--- src/rtl/uart_pkg.sv ---
// ---------------------------------------------------------------------------
// uart_pkg
//   Types and helpers shared by the UART receive and transmit stages.
//   Contents:
//     rx_state_t / tx_state_t   FSM state encodings
//     parity_mode_t             parity-mode encoding (NONE / ODD / EVEN)
//     log2()                    ceiling log2, minimum result 1 (counter widths)
//     calc_bit_cyc()            clocks per bit period
//     calc_half_cyc()           clocks per half bit period
// ---------------------------------------------------------------------------
package uart_pkg;

  typedef enum logic [2:0] {
    RX_IDLE       = 3'd0,
    RX_START_BIT  = 3'd1,
    RX_SHIFT_DATA = 3'd2,
    RX_PARITY     = 3'd3,
    RX_STOP       = 3'd4,
    RX_DONE       = 3'd5
  } rx_state_t;

  typedef enum logic [2:0] {
    TX_IDLE       = 3'd0,
    TX_START_BIT  = 3'd1,
    TX_SHIFT_DATA = 3'd2,
    TX_PARITY     = 3'd3,
    TX_STOP       = 3'd4
  } tx_state_t;

  typedef enum logic [1:0] {
    PAR_NONE = 2'b00,
    PAR_ODD  = 2'b01,
    PAR_EVEN = 2'b10
  } parity_mode_t;

  // Ceiling log2 with a floor of 1 so a counter always has at least one bit.
  function automatic int log2(input int value);
    int r;
    r = 1;
    for (int i = 1; i < 31; i++) begin
      if ((1 << i) < value) r = i + 1;
    end
    return r;
  endfunction

  function automatic int calc_bit_cyc(input int clk_freq, input int bps);
    return clk_freq / bps;
  endfunction

  function automatic int calc_half_cyc(input int clk_freq, input int bps);
    return (clk_freq / bps) / 2;
  endfunction

endpackage

--- src/rtl/rxd_clk.sv ---
// ---------------------------------------------------------------------------
// rxd_clk
//   Restartable baud counter for the receiver. Counts 0..BIT_CYC-1 and wraps.
//   Ports:
//     clk        system clock
//     rst        synchronous active-high reset
//     restart    force the count back to 0 on the next edge
//     half_tick  count == HALF-1 (mid-point of the start bit)
//     bit_tick   count == BIT_CYC-1 (one full bit period since restart/wrap)
// ---------------------------------------------------------------------------
module rxd_clk
  import uart_pkg::*;
#(
  parameter int BIT_CYC = 10,
  parameter int HALF    = 5
) (
  input  logic clk,
  input  logic rst,
  input  logic restart,
  output logic half_tick,
  output logic bit_tick
);

  localparam int CW = log2(BIT_CYC);
  localparam logic [CW-1:0] HALF_M1 = CW'(HALF - 1);
  localparam logic [CW-1:0] BIT_M1  = CW'(BIT_CYC - 1);

  logic [CW-1:0] cnt;

  assign half_tick = (cnt == HALF_M1);
  assign bit_tick  = (cnt == BIT_M1);

  always_ff @(posedge clk) begin
    if (rst) begin
      cnt <= '0;
    end else if (restart || bit_tick) begin
      cnt <= '0;
    end else begin
      cnt <= cnt + 1'b1;
    end
  end

endmodule

--- src/rtl/rxd.sv ---
// ---------------------------------------------------------------------------
// rxd
//   UART receive stage. Synchronizes uart_rx, detects the start edge, samples
//   each bit at mid-period, checks parity and stop bit, and presents the frame
//   with a one-cycle rx_done strobe.
//   Ports:
//     clk         system clock (rising edge)
//     rst         synchronous active-high reset
//     uart_rx     asynchronous serial line, idle high
//     data_frame  last received data, right-aligned (bit 0 = first bit on wire)
//     rx_done     one-cycle strobe: data_frame and error flags valid
//     parity_err  parity mismatch on last frame (always 0 for NONE)
//     frame_err   stop bit sampled low on last frame
//
//   state         | meaning
//   --------------+-----------------------------------------------------------
//   RX_IDLE       | waiting for a falling edge on the synchronized line
//   RX_START_BIT  | waiting for start-bit centre; high there = false start
//   RX_SHIFT_DATA | sampling FRAME_WD data bits, one per bit period
//   RX_PARITY     | sampling the parity bit (only when parity is enabled)
//   RX_STOP       | sampling the stop bit
//   RX_DONE       | one cycle: publish frame and flags, pulse rx_done
// ---------------------------------------------------------------------------
module rxd
  import uart_pkg::*;
#(
  parameter int    CLK_FREQUENCE = 50_000_000,
  parameter int    BPS           = 9600,
  parameter string PARITY_BIT    = "NONE",
  parameter int    FRAME_WD      = 8
) (
  input  logic                clk,
  input  logic                rst,
  input  logic                uart_rx,
  output logic [FRAME_WD-1:0] data_frame,
  output logic                rx_done,
  output logic                parity_err,
  output logic                frame_err
);

  localparam int BIT_CYC = calc_bit_cyc(CLK_FREQUENCE, BPS);
  localparam int HALF    = calc_half_cyc(CLK_FREQUENCE, BPS);

  localparam parity_mode_t PMODE = (PARITY_BIT == "ODD")  ? PAR_ODD  :
                                   (PARITY_BIT == "EVEN") ? PAR_EVEN : PAR_NONE;
  localparam logic HAS_PAR = (PMODE != PAR_NONE);
  // XOR(data, parity bit) value that flags an error.
  localparam logic PAR_BAD = (PMODE == PAR_EVEN);

  localparam logic [2:0] LAST_BIT = 3'(FRAME_WD - 1);

  if (FRAME_WD < 5 || FRAME_WD > 8) begin : g_bad_frame_wd
    $error("rxd: FRAME_WD must be in 5..8");
  end

  // Synchronizer plus one history flop for edge detection; all idle high.
  logic sync1;
  logic sync2;
  logic sync2_d;
  logic fall;

  always_ff @(posedge clk) begin
    if (rst) begin
      sync1   <= 1'b1;
      sync2   <= 1'b1;
      sync2_d <= 1'b1;
    end else begin
      sync1   <= uart_rx;
      sync2   <= sync1;
      sync2_d <= sync2;
    end
  end

  assign fall = !sync2 && sync2_d;

  rx_state_t  state;
  logic [7:0] shreg;
  logic [2:0] bit_cnt;
  logic       par_err_r;
  logic       frm_err_r;
  logic       restart;
  logic       half_tick;
  logic       bit_tick;

  // Realign the baud counter at the start edge and again at the start-bit
  // centre so every later bit_tick lands at a bit centre.
  always_comb begin
    restart = 1'b0;
    if (state == RX_IDLE && fall) begin
      restart = 1'b1;
    end else if (state == RX_START_BIT && half_tick && !sync2) begin
      restart = 1'b1;
    end
  end

  rxd_clk #(
    .BIT_CYC (BIT_CYC),
    .HALF    (HALF)
  ) u_rxd_clk (
    .clk       (clk),
    .rst       (rst),
    .restart   (restart),
    .half_tick (half_tick),
    .bit_tick  (bit_tick)
  );

  always_ff @(posedge clk) begin
    if (rst) begin
      state      <= RX_IDLE;
      shreg      <= '0;
      bit_cnt    <= '0;
      par_err_r  <= 1'b0;
      frm_err_r  <= 1'b0;
      data_frame <= '0;
      rx_done    <= 1'b0;
      parity_err <= 1'b0;
      frame_err  <= 1'b0;
    end else begin
      rx_done <= 1'b0;
      case (state)
        RX_IDLE: begin
          if (fall) state <= RX_START_BIT;
        end

        RX_START_BIT: begin
          if (half_tick) begin
            if (sync2) begin
              state <= RX_IDLE;
            end else begin
              state     <= RX_SHIFT_DATA;
              bit_cnt   <= '0;
              par_err_r <= 1'b0;
            end
          end
        end

        RX_SHIFT_DATA: begin
          if (bit_tick) begin
            shreg   <= {sync2, shreg[7:1]};
            bit_cnt <= bit_cnt + 3'd1;
            if (bit_cnt == LAST_BIT) begin
              state <= HAS_PAR ? RX_PARITY : RX_STOP;
            end
          end
        end

        RX_PARITY: begin
          if (bit_tick) begin
            par_err_r <= ((^shreg[7 -: FRAME_WD]) ^ sync2) == PAR_BAD;
            state     <= RX_STOP;
          end
        end

        RX_STOP: begin
          if (bit_tick) begin
            frm_err_r <= !sync2;
            state     <= RX_DONE;
          end
        end

        RX_DONE: begin
          // A short frame sits in the top FRAME_WD bits after right shifts.
          data_frame <= shreg[7 -: FRAME_WD];
          parity_err <= par_err_r;
          frame_err  <= frm_err_r;
          rx_done    <= 1'b1;
          state      <= RX_IDLE;
        end

        default: state <= RX_IDLE;
      endcase
    end
  end

endmodule

--- config.mk ---
export PLATFORM = sky130hd
export DESIGN_NAME = rxd
export DESIGN_NICKNAME = d
export VERILOG_FILES = /design/src/rtl/uart_pkg.sv /design/src/rtl/rxd_clk.sv /design/src/rtl/rxd.sv
export SDC_FILE = /design/constraint.sdc
export NUM_CORES = 1
export LEC_CHECK = 0
export CAP_MARGIN = 20
export CORE_MARGIN = 2
export CORE_UTILIZATION = 35
export DETAILED_ROUTE_END_ITERATION = 16
export SYNTH_ARGS = -nofsm -noshare
export SYNTH_HDL_FRONTEND = slang
export SYNTH_SLANG_ARGS = --single-unit
--- constraint.sdc ---
create_clock -name clk -period 1.82 [get_ports clk]
set_input_delay 0.273 -clock clk [delete_from_list [all_inputs] [get_ports clk]]
set_output_delay 0.273 -clock clk [all_outputs]
set_load 0.02 [all_outputs]
==> reports/qor.csv, run 1 <==
metric,value,unit
hold_class,flop to flop,
yosys.area_share.simple,0.2455,
drv_cap,0,
syn_area,0.001937,mm²
yosys_register_bits,43,
power_density,813.3,mW/mm²
cts_made_buffers,5,
wl_per_cell,11.97,µm
dr.pass1.iters,6,
synthArstFlopShare,0,
drive_gt1_frac,0.1339,
fin_skew,7.473,ps
vias,1423,
cts_tree,built,
setup_tns,0,ps
relSlewSlack,0.7485,
setup_viol,0,
synth_edf_count,0,
core_area,0.005439,mm²
reg2reg_depth,4,
cp_data_required_time,2000,ps
synth_fa_ha_area_frac,0.01938,
via_per_inst,4.807,
synth-compound-area-share,0.05685,
r2r_end,bit_cnt[0]$_SDFFE_PP0P_,
synth.area.top_cells,"dfxtp_1 44%, mux2i_1 10%, nor2_1 7.6%",
gp_congestion,0.7637,
htreeDepth,2,
post-route-util,0.4302,
ys.flop_type,dfxtp_1,
syn_to_final_growth,20.80,%
criticalPathCategory,flop to flop,
slew_viol_final,0,
grt_overflow,0,
whs_endpoint,sync2$_SDFF_PP1_,
drcViolationCount,0,
synth.distinct_cells,42,
min_period_over_period,0.9142,
syn_inst,204,
antenna_found_initial,0,
reg2reg_from,u_rxd_clk.cnt[11]$_SDFF_PP0_,
p_leak,0.9472,nW
grt_pass1_vias,1316,
tightest_slew,372.4,ps
die_x,78.39,µm
fin_area,0.002340,mm²
grt_usage,0.1240,
ctsLongestPathBuffers,2,
yosys_warnings,0,
synth_top_family_by_area,simple AND/OR/NAND/NOR gates,
rsz0062_at_grt,false,
worstHoldStart,sync1$_SDFF_PP1_,
yosysTopAreaCellShare,0.4444,
n_antenna_cell,0,
io_buffers,13,
cp_max_fo,4,
startpoint,u_rxd_clk.cnt[11]$_SDFF_PP0_,
min_path_cells,1,
drt_iter0_markers,43,
yosysTopAreaCell,dfxtp_1,
numPlacedInstances,288,
rows,27,
timing.final.crit_period,1664,ps
hold_violations,0,
clockRootBuffer,clkbuf_8,
fmax,601.0,MHz
grt_pass1_wl,6.044,mm
crit_path_end_kind,flop,
outcome,"complete, no violations",
num-nets-final,229,
drt_wl_total,3.542,mm
fp.dieH,78.39,µm
placed_cell_area,0.002190,mm²
die-area,0.006145,mm²
io_pins,14,
syn_nets,210,
finalNonFillerCells,296,
ys_seq_area_frac,0.4444,
r2r_setup_slack,160,ps
postRouteAntennaNets,0,
grt_max_degree,34,
cts_hold_buf,0,
dp_hpwl,2.341,mm
synth_xor_area_frac,0.08850,
initial_core_util,0.3561,
critPathLaunchType,flop,
postCtsSetupRepairBufs,0,
synth.mux.area_fraction,0.1111,
syn_area_per_cell,9.494,µm²
fillCellCount,522,
clkTransAtPathRegs,80,ps
irDropWorstVdd,0.0003639,V
cts.sinks,43,
cp.arrival,1850,ps
clk_latency,300,ps
==> flip-flops by register name, indices dropped and copies added (netlist names) <==
register       cells
frame_err          1
data_frame         8
state              3
frm_err_r          1
parity_err         1
sync2              1
rx_done            1
bit_cnt            3
u_rxd_clk.cnt     13
par_err_r          1
sync2_d            1
shreg              8
sync1              1
==> layout by cell type (no fill, tap or decap), types with 3 or more instances in the layout <==
master           count
dfxtp_1             43
nor2_1              39
mux2i_1             20
xnor2_1             14
clkdlybuf4s50_1     13
buf_4                9
nand2_1              7
nor3_1               6
a21oi_1              5
nand3_1              5
clkbuf_8             5
nand4_1              4
nand2b_1             4
inv_1                3
xor2_1               3
or2_2                3
ha_1                 3
==> what timing repair did <==
item	CTS	global route
hold endpoints to repair	0	0
endpoints found under the setup margin	0	16
resized for setup	0	3
==> critical path, stage by stage (launching register included) <==
cell and delay, ps:
dfxtp_1 390, nor4bb_2 360, a41oi_1 250, a21o_4 260, mux2_4 290
==> layer usage <==
layer | routed length (µm) | vias up | GRT usage
met2 | 1583 | 14 | 0.1897
met5 | 0 | - | 0
met4 | 70 | 0 | 0.05789
met1 | 1787 | 671 | 0.1597
met3 | 100 | 4 | 0.03793
li1 | - | 734 | -
==> Yosys cell counts (2+ instances only) <==
master and n:
nor2b_1 2, nor3_1 6, or2_2 3, nor3b_1 2, and4bb_2 2, or3_1 2
nand3_1 6, nand2_1 7, nor2_1 39, clkbuf_1 5, nand3b_1 2, inv_1 3
a21oi_1 5, xnor2_1 14, buf_2 4, nor4b_1 2, nand2b_1 4, dfxtp_1 43
ha_1 3, xor2_1 3, mux2i_1 20, nand4_1 4, or3b_1 2, o21ai_0 2
a311oi_1 2
==> power by group <==
part | switching (W) | internal [W] | total [W] | leakage, nW
combinational | 0.0000392 | 0.0000348 | 0.0000740 | 0.534
clock | 0.000323 | 0.000548 | 0.000872 | 0.0654
sequential | 0.00000779 | 0.000950 | 0.000957 | 0.347
total | 0.000370 | 0.00153 | 0.00190 | 0.947
==> stage by stage <==
| stage | hold WS, ps | power, W | setup slack, ps |
|---|---|---|---|
| final | 415.3 | 0.001903 | 156.1 |
| after global routing | 444.3 | 0.001977 | 68.17 |
| after CTS | 417.7 | 0.001928 | 63.28 |
| after detailed placement | 398.0 | 0.001054 | 108.1 |
| after global placement | 391.4 | 0.001054 | 127.7 |
| after floorplan | 376.8 | 0.001024 | 109.7 |
==> cells by family after synthesis <==
| kind of cell | Yosys count |
|---|---|
| compound gates | 15 |
| xor+xnor | 18 |
| fa+ha+maj | 3 |
| buf+inv | 14 |
| flops | 43 |
| mux | 21 |
| simple gates | 90 |
==> how the worst max path moves through the flow <==
stage	to	slack (ps)
final	bit_cnt[0]$_SDFFE_PP0P_	160
after global routing	bit_cnt[0]$_SDFFE_PP0P_	70
after CTS	bit_cnt[0]$_SDFFE_PP0P_	60
after detailed placement	bit_cnt[0]$_SDFFE_PP0P_	110
after global placement	state[2]$_SDFFE_PP0P_	130
after floorplan	bit_cnt[0]$_SDFFE_PP0P_	110
==> layout make-up <==
cell class              instances  area, µm²  share of cell area
clock buffers                   6      72.57             0.03102
clock inverters                 2      60.06             0.02567
inverters                       3      11.26            0.004813
multi-input cells             147       1027              0.4390
flip-flops and latches         43      860.8              0.3679
well taps                      72      90.09             0.03850
repair buffers                 23      217.7             0.09305
Note: power is estimated with default switching activity, not from simulation.
==> run 2, diff against run 1 <==
--- a/config.mk
+++ b/config.mk
@@ -6,9 +6,12 @@
 export NUM_CORES = 1
 export LEC_CHECK = 0
 export CAP_MARGIN = 20
+export CORE_ASPECT_RATIO = 2
 export CORE_MARGIN = 2
 export CORE_UTILIZATION = 35
+export CTS_BUF_LIST = sky130_fd_sc_hd__clkbuf_8 sky130_fd_sc_hd__clkbuf_16
 export DETAILED_ROUTE_END_ITERATION = 16
+export REMOVE_ABC_BUFFERS = 1
 export SYNTH_ARGS = -nofsm -noshare
 export SYNTH_HDL_FRONTEND = slang
 export SYNTH_SLANG_ARGS = --single-unit
==> reports/qor.csv, run 2 (synthesis results as in run 1) <==
metric,value,unit,change
outcome,"complete, no violations",,
met3_usage,0.02135,,-0.01658
ctsLongestPathBuffers,2,,unchanged
critPathLaunchType,flop,,
slew_viol_final,0,,unchanged
r2r_setup_slack,190,ps,+30 ps
reg2reg_from,u_rxd_clk.cnt[0]$_SDFF_PP0_,,
grtUsageMet1,0.1316,,-0.02818
dp_hpwl,2.675,mm,+14%
fin_area,0.002345,mm²,+0.21%
grt_max_degree,18,,-47%
antenna_found_initial,0,,unchanged
hold_violations,0,,unchanged
critPathTopFamily,simple AND/OR/NAND/NOR gates,,
crit_path_end_kind,flop,,
most-common-layout-cells,"43 x dfxtp_1, 39 x nor2_1, 20 x mux2i_1",,
num-nets-final,235,,+2.6%
reg_top3,"u_rxd_clk.cnt x13, data_frame x8, shreg x8",,
holdWs,412.0,ps,-3.261 ps
criticalPathCategory,flop to flop,,
syn_to_final_growth,21.06,%,
dr.pass1.iters,4,,-2
drive_gt1_frac,0.1565,,+0.02259
clkTransAtPathRegs,90,ps,about the same
cp_max_fo,7,,+3
worstHoldStart,sync1$_SDFF_PP1_,,
io_pins,14,,unchanged
clk_latency,300,ps,about the same
crit_slowest_cell,or3b_1,,
whs_endpoint,sync2$_SDFF_PP1_,,
drcViolationCount,0,,unchanged
crit_chain,ha_1 > and4bb_1 > nand3_1 > buf_4 > or3b_1 > a21oi_1,,
wl_per_cell,12.63,µm,+5.6%
slowest_delay,370,ps,-20 ps
via_per_inst,4.910,,+2.1%
clockRootBuffer,clkbuf_8,,
cts_tree,built,,
placed_cell_area,0.002220,mm²,+1.4%
tightest_slew,341.7,ps,-30.66 ps
final_common_cell,dfxtp_1,,
vias,1424,,+0.070%
irDropWorstVdd,0.0005259,V,+45%
grt_usage,0.1320,,+0.007986
numPlacedInstances,282,,-2.1%
place_ws,115.8,ps,+7.766 ps
fmax,613.7,MHz,+2.1%
post-route-util,0.4364,,+0.006241
setup_viol,0,,unchanged
crit_cells,6,,+2
hold_class,flop to flop,,
cp.arrival,1870,ps,+20 ps
largest_reg_flops,13,,unchanged
p_leak,0.9721,nW,+2.6%
cts.sinks,43,,unchanged
fin_ws,190.4,ps,+34.33 ps
io_buffers,13,,unchanged
die_x,56.60,µm,-28%
rows,38,,+41%
grtUsageMet2,0.2492,,+0.05951
initial_core_util,0.3605,,+0.004395
htreeDepth,2,,unchanged
grt_pass1_wl,6.237,mm,+3.2%
cp_data_required_time,2060,ps,+60 ps
fin_skew,8.183,ps,+0.7101 ps
timing.final.crit_period,1630,ps,-34.33 ps
grt_overflow,0,,unchanged
relSlewSlack,0.7692,,+0.02071
rsz0062_at_grt,false,,
busiest_layer,met2,,
n_antenna_cell,0,,unchanged
fp.dieH,109.2,µm,+39%
postRouteAntennaNets,0,,unchanged
gp_congestion,0.7370,,-3.5%
cp_num_buf_inv,1,,+1
core_area,0.005373,mm²,-1.2%
die-area,0.006181,mm²,+0.58%
r2r_end,state[2]$_SDFFE_PP0P_,,
finalNonFillerCells,290,,-2.0%
cts_hold_buf,0,,unchanged
largest-register,u_rxd_clk.cnt,,
cts_made_buffers,5,,unchanged
drv_cap,0,,unchanged
min_period_over_period,0.8954,,-0.01886
drt_wl_total,3.664,mm,+3.4%
drt_iter0_markers,36,,-16%
fillCellCount,530,,+1.5%
min_path_cells,1,,unchanged
reg2reg_depth,6,,+2
grt_pass1_vias,1391,,+5.7%
power_density,760.1,mW/mm²,-6.5%
==> run 2: report_power, final <==
part / total, W / switching, W / internal [W] / leakage [nW]
clock network: 0.000745 / 0.000337 / 0.000409 / 0.0581
registers: 0.000956 / 0.00000659 / 0.000950 / 0.347
logic: 0.0000808 / 0.0000413 / 0.0000395 / 0.567
==> run 2: metrics by stage <==
step | TNS, ps | total power, W
floorplan | -160.6 | 0.001014
global placement | 0 | 0.001059
detailed placement | 0 | 0.001060
CTS | 0 | 0.001805
global route | 0 | 0.001845
finish | 0 | 0.001782
==> run 2: worst max-delay path by stage <==
stage	startpoint	to	slack [ps]
global route	u_rxd_clk.cnt[11]$_SDFF_PP0_	bit_cnt[0]$_SDFFE_PP0P_	50
finish	u_rxd_clk.cnt[0]$_SDFF_PP0_	state[2]$_SDFFE_PP0P_	190
floorplan	u_rxd_clk.cnt[0]$_SDFF_PP0_	bit_cnt[0]$_SDFFE_PP0P_	-160
global placement	u_rxd_clk.cnt[11]$_SDFF_PP0_	bit_cnt[0]$_SDFFE_PP0P_	130
CTS	u_rxd_clk.cnt[11]$_SDFF_PP0_	bit_cnt[0]$_SDFFE_PP0P_	100
detailed placement	u_rxd_clk.cnt[11]$_SDFF_PP0_	bit_cnt[0]$_SDFFE_PP0P_	120
==> run 2: routing by layer <==
layer / up-vias / routed length, µm
met2: 16 / 2028
met5: - / 0
met3: 5 / 69
li1: 743 / -
met1: 660 / 1468
met4: 0 / 97
==> run 2: layout make-up <==
| type | count | area, µm² | area share |
|---|---|---|---|
| multi-input cells | 147 | 1022 | 0.4360 |
| flip-flops and latches | 43 | 860.8 | 0.3671 |
| repair buffers | 29 | 262.8 | 0.1121 |
| well taps | 60 | 75.07 | 0.03202 |
| clock buffers | 5 | 68.82 | 0.02935 |
| clock inverters | 3 | 43.79 | 0.01868 |
| inverters | 3 | 11.26 | 0.004803 |
==> run 2: repair_timing <==
| item | 4_1_cts | 5_1_grt |
|---|---|---|
| buffers inserted | 0 | 0 |
| gates resized for setup | 0 | 2 |
| setup endpoints to repair | 0 | 1 |
==> run 3, diff against run 2 <==
--- a/config.mk
+++ b/config.mk
@@ -12,6 +12,7 @@
 export CTS_BUF_LIST = sky130_fd_sc_hd__clkbuf_8 sky130_fd_sc_hd__clkbuf_16
 export DETAILED_ROUTE_END_ITERATION = 16
 export REMOVE_ABC_BUFFERS = 1
+export SETUP_SLACK_MARGIN = 0.3
 export SYNTH_ARGS = -nofsm -noshare
 export SYNTH_HDL_FRONTEND = slang
 export SYNTH_SLANG_ARGS = --single-unit
==> reports/qor.csv, run 3 (synthesis results as in run 1) <==
metric,value,unit,change
reg2reg_depth,4,,-2
wl_per_cell,13.17,µm,+4.3%
rsz0062_at_grt,true,,
drt_iter0_markers,55,,+53%
clockRootBuffer,clkbuf_8,,
cp_max_fo,3,,-4
placed_cell_area,0.002220,mm²,unchanged
drt_wl_total,3.860,mm,+5.3%
cp_data_required_time,2010,ps,-50 ps
finalPower,0.001790,W,+0.44%
fp.dieH,109.2,µm,unchanged
fin_skew,8.267,ps,+0.08415 ps
crit_end,bit_cnt[0]$_SDFFE_PP0P_,,
slew_viol_final,0,,unchanged
io_pins,14,,unchanged
grt_pass1_wl,6.582,mm,+5.5%
reg_top3,"u_rxd_clk.cnt x13, data_frame x8, shreg x8",,
hold_violations,0,,unchanged
grtUsageMet1,0.1397,,+0.008130
multi_input_area,0.001085,mm²,+6.1%
fin_area,0.002436,mm²,+3.9%
fillCellCount,525,,-0.94%
rows,38,,unchanged
grtUsageMet2,0.2616,,+0.01246
vias,1451,,+1.9%
cp.arrival,1800,ps,-70 ps
postRouteAntennaNets,0,,unchanged
die-area,0.006181,mm²,unchanged
crit_path_end_kind,flop,,
cts_made_buffers,5,,unchanged
outcome,"complete, no violations",,
clk_latency,300,ps,about the same
tightest_slew,313.5,ps,-28.25 ps
criticalPathCategory,flop to flop,,
r2r_setup_slack,220,ps,+30 ps
min_period_over_period,0.8813,,-0.01407
dr.pass1.iters,3,,-1
grt_overflow,0,,unchanged
timing.final.crit_period,1604,ps,-25.60 ps
hold_class,flop to flop,,
setup_viol,0,,unchanged
syn_to_final_growth,25.78,%,
num-nets-final,238,,+1.3%
grt_usage,0.1383,,+0.006341
via_per_inst,4.952,,+0.85%
dp_hpwl,2.675,mm,unchanged
met3_usage,0.02135,,unchanged
largest_reg_flops,13,,unchanged
gp_congestion,0.7370,,unchanged
io_buffers,13,,unchanged
seqCellArea,872.1,µm²,+1.3%
critPathLaunchType,flop,,
post-route-util,0.4534,,+0.01700
die_x,56.60,µm,unchanged
power_density,734.8,mW/mm²,-3.3%
busiest_layer,met2,,
drcViolationCount,0,,unchanged
initial_core_util,0.3605,,unchanged
reg2reg_from,state[2]$_SDFFE_PP0P_,,
fmax,623.4,MHz,+1.6%
drive_gt1_frac,0.2318,,+0.07524
cts_hold_buf,0,,unchanged
clkTransAtPathRegs,90,ps,about the same
ctsLongestPathBuffers,2,,unchanged
grt_pass1_vias,1439,,+3.5%
p_leak,1.061,nW,+9.1%
drv_cap,0,,unchanged
core_area,0.005373,mm²,unchanged
cts.sinks,43,,unchanged
r2r_end,bit_cnt[0]$_SDFFE_PP0P_,,
htreeDepth,2,,unchanged
n_antenna_cell,0,,unchanged
grt_max_degree,18,,unchanged
irDropWorstVdd,0.0005253,V,-0.10%
antenna_found_initial,0,,unchanged
final_common_cell,nor2_1,,
cts_tree,built,,
startpoint,state[2]$_SDFFE_PP0P_,,
largest-register,u_rxd_clk.cnt,,
relSlewSlack,0.7896,,+0.02042
most-common-layout-cells,"39 x nor2_1, 36 x dfxtp_1, 20 x mux2i_1",,
==> run 3: changes by cell type in the layout (fill, tap and decap cells not counted), sizes merged <==
cell,previous run,this run
dlymetal6s2s,0,1
clkdlybuf4s50,13,3
dlygate4sd2,0,9
buf,16,19
==> run 3: worst max-delay path, cell delays in order, from the launching register on <==
cell and delay, ps:
dfxtp_2 340, or3b_4 410, or2_4 260, a21o_4 210
mux2_4 290
==> run 3: where the power goes <==
part | leakage, nW | switching, W | internal, W
combinational | 0.652 | 0.0000429 | 0.0000432
clock | 0.0581 | 0.000337 | 0.000409
sequential | 0.351 | 0.00000919 | 0.000949
==> run 3: what timing repair did <==
action                                  CTS  global route
endpoints found under the setup margin   30            30
gates resized for setup                  21            11
pin swaps                                 6             5
setup buffers                             2             1
==> run 3: area by class of cell <==
class                           count  share of cell area
Inverter                            3            0.004622
Sequential cell                    43              0.3580
Clock buffer                        5             0.02825
Clock inverter                      3             0.01798
Tap cell                           60             0.03082
Multi-Input combinational cell    147              0.4453
Timing Repair Buffer               32              0.1150
==> run 3: how the worst min path moves through the flow <==
stage,slack [ps],end,depth (start not counted),from
2_1_floorplan,340,frm_err_r$_SDFFE_PP0P_,1,rst
5_1_grt,430,sync2$_SDFF_PP1_,1,sync1$_SDFF_PP1_
3_5_place_dp,390,sync2$_SDFF_PP1_,1,sync1$_SDFF_PP1_
3_3_place_gp,400,sync2$_SDFF_PP1_,1,sync1$_SDFF_PP1_
4_1_cts,410,sync2$_SDFF_PP1_,1,sync1$_SDFF_PP1_
6_report,410,sync2$_SDFF_PP1_,1,sync1$_SDFF_PP1_
==> run 3: routing by layer <==
| layer | part of all wire | vias up | routed length [µm] |
|---|---|---|---|
| li1 | - | 753 | - |
| met1 | 0.40 | 681 | 1535 |
| met2 | 0.56 | 12 | 2163 |
| met3 | 0.017 | 5 | 66 |
| met4 | 0.024 | 0 | 94 |
| met5 | 0 | - | 0 |
==> run 3: per-stage QoR <==
stage               TNS (ps)  cells  setup WS (ps)  hold slack, ps
floorplan             -160.6    193         -160.6           342.1
finish                     0    293          216.0           412.0
global route               0    293          201.0           429.0
detailed placement         0    282          115.8           392.8
CTS                        0    292          225.3           412.5
global placement           0    282          134.1           395.1
